File: src/rtl/alu_sequencer.sv
// rtl/alu_sequencer.sv - command/response initiator for the registered 8-bit ALU
//
// Accepts one ALU command at a time from the host and drives the ALU pins.
// It holds those pins for LATENCY edges, captures the result and carry, and
// returns them over a response handshake.
//
// Optional feature: define ALU_SEQ_FLAGS_EN to add rsp_flags = {negative, zero}.
//
// Ports:
//   clk, reset                 clock, asynchronous active-high reset
//   cmd_valid / cmd_ready      command handshake
//   cmd_op, cmd_a, cmd_b       ALU op_code and operands
//   cmd_cin, cmd_chain         carry-in / subtract select; use last result as A
//   alu_a, alu_b, alu_op,
//   alu_cin                    registered drive to the ALU
//   alu_out, alu_cout          ALU result and carry
//   rsp_valid / rsp_ready      response handshake
//   rsp_data, rsp_carry        captured result and carry
//   rsp_flags                  {negative, zero} of rsp_data (ALU_SEQ_FLAGS_EN only)
//   busy                       high whenever a command is in flight
module alu_sequencer #(
  parameter int LATENCY = 3,
  parameter int WIDTH   = 8
) (
  input  logic             clk,
  input  logic             reset,
  input  logic             cmd_valid,
  output logic             cmd_ready,
  input  logic [1:0]       cmd_op,
  input  logic [WIDTH-1:0] cmd_a,
  input  logic [WIDTH-1:0] cmd_b,
  input  logic             cmd_cin,
  input  logic             cmd_chain,
  output logic [WIDTH-1:0] alu_a,
  output logic [WIDTH-1:0] alu_b,
  output logic [1:0]       alu_op,
  output logic             alu_cin,
  input  logic [WIDTH-1:0] alu_out,
  input  logic             alu_cout,
  output logic             rsp_valid,
  input  logic             rsp_ready,
  output logic [WIDTH-1:0] rsp_data,
  output logic             rsp_carry,
`ifdef ALU_SEQ_FLAGS_EN
  output logic [1:0]       rsp_flags,
`endif
  output logic             busy
);

  typedef enum logic [1:0] {IDLE, HOLD, RESP} state_t;

  // A 4-bit counter covers the full legal LATENCY range of 2..15.
  localparam logic [3:0] LAT_M1 = 4'(LATENCY - 1);

  state_t           state_q, state_d;
  logic [3:0]       cnt_q, cnt_d;
  logic [WIDTH-1:0] alu_a_q, alu_a_d;
  logic [WIDTH-1:0] alu_b_q, alu_b_d;
  logic [1:0]       alu_op_q, alu_op_d;
  logic             alu_cin_q, alu_cin_d;
  logic [WIDTH-1:0] rsp_data_q, rsp_data_d;
  logic             rsp_carry_q, rsp_carry_d;
  logic             rsp_valid_q, rsp_valid_d;
  logic [WIDTH-1:0] last_q, last_d;
`ifdef ALU_SEQ_FLAGS_EN
  logic [1:0]       flags_q, flags_d;
`endif

  always_ff @(posedge clk or posedge reset) begin
    if (reset) begin
      state_q     <= IDLE;
      cnt_q       <= '0;
      alu_a_q     <= '0;
      alu_b_q     <= '0;
      alu_op_q    <= '0;
      alu_cin_q   <= 1'b0;
      rsp_data_q  <= '0;
      rsp_carry_q <= 1'b0;
      rsp_valid_q <= 1'b0;
      last_q      <= '0;
`ifdef ALU_SEQ_FLAGS_EN
      flags_q     <= '0;
`endif
    end else begin
      state_q     <= state_d;
      cnt_q       <= cnt_d;
      alu_a_q     <= alu_a_d;
      alu_b_q     <= alu_b_d;
      alu_op_q    <= alu_op_d;
      alu_cin_q   <= alu_cin_d;
      rsp_data_q  <= rsp_data_d;
      rsp_carry_q <= rsp_carry_d;
      rsp_valid_q <= rsp_valid_d;
      last_q      <= last_d;
`ifdef ALU_SEQ_FLAGS_EN
      flags_q     <= flags_d;
`endif
    end
  end

  always_comb begin
    state_d     = state_q;
    cnt_d       = cnt_q;
    alu_a_d     = alu_a_q;
    alu_b_d     = alu_b_q;
    alu_op_d    = alu_op_q;
    alu_cin_d   = alu_cin_q;
    rsp_data_d  = rsp_data_q;
    rsp_carry_d = rsp_carry_q;
    rsp_valid_d = rsp_valid_q;
    last_d      = last_q;
`ifdef ALU_SEQ_FLAGS_EN
    flags_d     = flags_q;
`endif
    case (state_q)
      IDLE: begin
        // cmd_ready is high throughout IDLE, so cmd_valid alone is the handshake.
        if (cmd_valid) begin
          alu_op_d  = cmd_op;
          alu_b_d   = cmd_b;
          alu_cin_d = cmd_cin;
          alu_a_d   = cmd_chain ? last_q : cmd_a;
          cnt_d     = LAT_M1;
          state_d   = HOLD;
        end
      end
      HOLD: begin
        // The ALU drive registers stay frozen here. The ALU result and its
        // lagging carry have both settled by the time the counter reaches 0.
        if (cnt_q == 4'd0) begin
          rsp_data_d  = alu_out;
          rsp_carry_d = alu_cout;
          last_d      = alu_out;
          rsp_valid_d = 1'b1;
`ifdef ALU_SEQ_FLAGS_EN
          flags_d     = {alu_out[WIDTH-1], (alu_out == '0)};
`endif
          state_d     = RESP;
        end else begin
          cnt_d = cnt_q - 4'd1;
        end
      end
      RESP: begin
        if (rsp_ready) begin
          rsp_valid_d = 1'b0;
          state_d     = IDLE;
        end
      end
      default: state_d = IDLE;
    endcase
  end

  assign cmd_ready = (state_q == IDLE);
  assign busy      = (state_q != IDLE);
  assign alu_a     = alu_a_q;
  assign alu_b     = alu_b_q;
  assign alu_op    = alu_op_q;
  assign alu_cin   = alu_cin_q;
  assign rsp_valid = rsp_valid_q;
  assign rsp_data  = rsp_data_q;
  assign rsp_carry = rsp_carry_q;
`ifdef ALU_SEQ_FLAGS_EN
  assign rsp_flags = flags_q;
`endif

endmodule

File: config.mk
export PLATFORM = sky130hd
export DESIGN_NAME = alu_sequencer
export DESIGN_NICKNAME = d
export VERILOG_FILES = /design/src/rtl/alu_sequencer.sv
export SDC_FILE = /design/constraint.sdc
export NUM_CORES = 1
export LEC_CHECK = 0
export ABC_AREA = 1
export CORE_AREA = 3 3 68 70
export DETAILED_ROUTE_END_ITERATION = 7
export DIE_AREA = 0 0 71 73
export PLACE_DENSITY = 0.71
export SLEW_MARGIN = 30
export SYNTH_ARGS = -nofsm -noshare
export SYNTH_HDL_FRONTEND = slang
export SYNTH_SLANG_ARGS = --single-unit
File: constraint.sdc
create_clock -name clk -period 1.4 [get_ports clk]
set_clock_uncertainty 0.2 [all_clocks]
set_input_delay 0.21 -clock clk [delete_from_list [all_inputs] [get_ports clk]]
set_output_delay 0.21 -clock clk [all_outputs]
set_load 0.01 [all_outputs]
Word-level counts from Yosys, hierarchy flattened
Cells that the tools add are included.

word-level totals
  logic and storage cells = 37
  output and inout port bits = 31
  flip-flop bits (word level) = 35
  bits of input ports = 33

operators by class
  reduce and logical (&&, ||, !) cells = 10
  multiplexer cells = 11
  equal/unequal tests = 6
  add/sub/neg operators = 1

operators by type and width
  kind                                                  count
  AND reduction 3 bit                                   3
  2-to-1 mux 4 bit                                      2
  2-to-1 mux 8 bit                                      1
  != test 2 bit (second input constant)                 4
  case mux 4 bit (2 select lines)                       1
  2-to-1 mux 2 bit                                      3
  case mux 2 bit (3 select lines)                       1
  nonzero test 2 bit                                    3
  logical NOT 4 bit                                     1
  AND reduction 2 bit                                   2
  subtractor 4 x 1 -> 4 bit (second input constant)     1
  equality test 2 x 1 -> 1 bit (second input constant)  1
  equality test 2 bit (second input constant)           1
  logical NOT 2 bit                                     1
  2-to-1 mux 1 bit                                      2
  case mux 1 bit (2 select lines)                       1

Longest topological paths before layout
Gate-level depths: netlist (run 1).

  word-level depth = 3
  depth in mapped cells = 8
  mapped depth without buffers = 7

Worst setup path after synthesis (run 1)
OpenSTA, ideal clock, no wires.

  path kind = register to register
  start = register cnt_q[0]
  end = register last_q[0]
  clock period less this slack = 1.429 ns
  data required time = 1.083 ns
  stages on the path, launching flop included = 9
  setup time = 0.117 ns
  path buffers = 1
  setup slack = -0.029 ns
  arrival time = 1.112 ns
  cell sequence = dfrtp_1 inv_1 ha_1 nand2_1 nand2_2 nand2_1 buf_4 nand2_1 nand2_1

on the way
  cells in the longest elaborated chain, start to end = 2

RTL lines
  item                           line  RTL
  from (decl)                    56    logic [3:0] cnt_q, cnt_d;
  from (signal assigned)         86    cnt_q <= cnt_d;
  logical NOT 4 bit              130   if (cnt_q == 4'd0) begin
  AND reduction 2 bit (no line)  -
  to (signal assigned)           94    last_q <= last_d;
  to (decl)                      64    logic [WIDTH-1:0] last_q, last_d;

Every way passes these cells.
A chain may end at the register's enable or synchronous reset.

Final worst setup path (run 1)
  start = register cnt_q[1]
  end = register cnt_q[2]

on the way
  cells in the longest elaborated chain, start to end = 3
  elaborated cells on any way between the ends = 6
  classes of those cells = add/sub: 1; eq/ne: 1; mux: 2; reduce/logical: 2

RTL lines
  item                                                                           line
  subtractor 4 x 1 -> 4 bit / logical NOT 4 bit (equally long branches)          140, 130
  2-to-1 mux 4 bit / != test 2 bit (equally long branches)                       -
  case mux 4 bit (2 select lines) / AND reduction 3 bit (equally long branches)  -

Parallel ways exist; a longest one is shown, timed or not. The select of a mux whose other input is x is not followed.

==> reports/results.txt, run 1 <==
Max-slew violation count - 0
Final ANT Viol Nets - 0
# diodes - 0
Chip Height - 73 µm
Clock Sinks - 35
Period utilisation layout - 104%
FILL cells - 342
Final instance area - 2670 µm²
Post-synthesis adder-cell area fraction - 1.63%
Req. time, crit path - 1.38 ns
Yosys reg bits - 35
Placed cell area - 2360 µm²
Largest net degree at the start of global routing - 36
Overall routing resource usage - 16.1%
Compound-Gate Fraction of Synth Area - 6.83%
Commonest non-fill, non-tap cell in the layout - nand2_1
Slowest-stage cell, CP - dfrtp_1
DRT Pass-1 Iters - 4
Critical Path AT - 1.44 ns
Via count - 1,484
Synth cell types - 19
Hold buffers post-CTS - 0
Ys Warns - 0
Share of post-route cells with drive strength above 1 - 25.8%
Grt ovf - 0
Synth Instances - 180
Setup violators final - 18
Core area - 4030 µm²
H-tree depth - 2
Global-route wire length before repair - 6.54 mm
Largest stage delay on the critical path - 0.39 ns
CTS root buf - clkbuf_8
Failing checks - setup timing
Most frequent cells in the layout - 63 x nand2_1, 35 x dfrtp_1, 32 x clkdlybuf4s50_1
Reg clk slew, reported paths - 0.07 ns
Initial antenna violation count - 0
Sequential share of the synthesized area - 57.0%
Syn_nets - 215
Place WS - -0.104 ns
IO buf count - 63
Io pins - 64
CP Cell Sequence - inv_2 -> buf_4 -> ha_1 -> xor2_2 -> nand3_4 -> o21ai_2
DR iter-0 viols - 83
Synth Cell Area - 1540 µm²
Clk_lat worst skew - 0.29 ns
Initial Utilization - 38.2%
VDD IR max - 1.12 mV
Die Wd - 71 µm
Tot Pwr - 5880 µW
Setup ws final - -0.0548 ns
Worst Tran Pin Value - 0.215 ns
Multi-input gate area - 664 µm²
Cell Pwr Density - 2200 nW/µm²
Max Freq - 687 MHz
Outcome - complete, but fails checks
Syn avg cell area - 8.54 µm²
Worst slew margin - 85.5%
Worst hold margin - 0.0672 ns
Reg area - 876 µm²
Routed wire length - 4.35 mm
Final Hold Viols - 0
CTS tree - yes
Number of global-route vias before repair - 1,417
Post-synthesis xor/xnor area fraction - 0.570%
Mux contribution to synthesized area - 0%
RR Startpoint - cnt_q[1]
Max_cap viols - 0
Tightest Hold Check Type - in2async
RSZ-0062 raised after global routing - yes
Area growth syn-to-layout - 73.6%
Die area - 5180 µm²
Crit path max fanout - 3
Fin crit period - 1.45 ns
Critical Path Source Type - register
Worst Setup End Kind - register
Std cell rows - 23
Placer Congestion - 0.914
DP HPWL - 2.92 mm
CTS Buf Count - 5
Worst Setup SP - cnt_q[1]
Routed length per instance - 13.4 µm
Residual DRC - 0
Deepest clock path buffer count - 2
Post-synthesis simple-gate area fraction - 26.6%
Largest family of logic cells by synthesized area - simple AND/OR/NAND/NOR gates
Leak - 0.00135 µW
Fin nets - 309
Crit path kind - reg2reg
Via density - 4.57
[cells by family (layout without fill, tap and decap cells)]
family                   after synthesis  in the layout
flip-flops                            35             35
XOR/XNOR                               1              1
AND/OR/NAND/NOR                       98             98
AO/OA/AOI/OAI                         21             21
buffers and inverters                 23            118
adder cells (fa/ha/maj)                2              2
[area by class of cell]
class / instances / share of cell area (%)
timing repair buffer: 95 / 34.1
sequential: 35 / 32.8
multi-input combinational: 122 / 24.9
tap: 50 / 2.34
clock buffer: 8 / 3.75
inverter: 15 / 2.11
[cells in the mapped netlist]
master / instances / share of area, %
nand2_1: 74 / 18
dfrtp_1: 35 / 57
inv_1: 14 / 3.4
nand3_1: 13 / 4.2
o21ai_0: 10 / 3.3
o21ai_1: 10 / 3.3
nor2_1: 5 / 1.2
buf_2: 4 / 1.3
buf_4: 2 / 0.98
buf_6: 2 / 1.5
ha_1: 2 / 1.6
nand2_2: 2 / 0.81
a21oi_1: 1 / 0.33
inv_2: 1 / 0.24
nand2_4: 1 / 0.73
nand4_1: 1 / 0.41
nor2_2: 1 / 0.41
nor2_4: 1 / 0.73
xor2_1: 1 / 0.57
[report_power, final]
group,switching [µW],internal [µW]
Clock,349,449
Sequential,297,1490
Combinational,1630,1660
[state kept, by name, indices dropped and copies added, names as in the netlist]
register   count
alu_a          8
alu_b          8
alu_cin        1
alu_op         2
cnt_q          4
last_q         8
rsp_carry      1
rsp_valid      1
state_q        2
[critical path: cells and delay by family (launching register included)]
kind | cells | cell delay, ns
AO/OA/AOI/OAI | 1 | 0.05
AND/OR/NAND/NOR | 1 | 0.09
adder cells (fa/ha/maj) | 1 | 0.21
flip-flops | 1 | 0.39
XOR/XNOR | 1 | 0.20
buffers and inverters | 2 | 0.21
[worst paths after layout]
path,to,slack [ns],cells after the start
worst max-delay path,cnt_q[2],-0.05,6
worst min-delay path,alu_b[6],0.07,3
worst max register to register,cnt_q[2],-0.05,6
worst min register to register,alu_b[7],0.27,2
max in group asynchronous,alu_b[3],0.75,3
min in group clk,alu_b[1],0.26,3
[through the flow]
step / utilization, % / TNS (ns) / std cells
final: 66.3 / -0.520 / 325
after global routing: 66.3 / -1.63 / 325
after CTS: 61.1 / -0.0506 / 317
after detailed placement: 58.7 / -0.824 / 307
after global placement: 58.7 / -0.420 / 307
after floorplan: - / 0 / 180
[what timing repair did]
| action | in CTS | in global routing |
|---|---|---|
| buffers inserted | 2 | 8 |
| pin swaps | 5 | 4 |
| gates resized for setup | 45 | 43 |
| setup endpoints to repair | 44 | 29 |
[per-layer routing]
layer	global-route usage, %	part of all wire, %
met1	21.0	42
met2	25.7	51
met3	5.10	5.8
met4	5.01	1.0
met5	0	0
Note: power is estimated with default switching activity, not from simulation.
==> inputs of run 2 (changes only) <==
- CTS_CLUSTER_SIZE: default -> 24
==> results of run 2 <==
The final DEF is identical to that of run 1; final timing and power are the same.
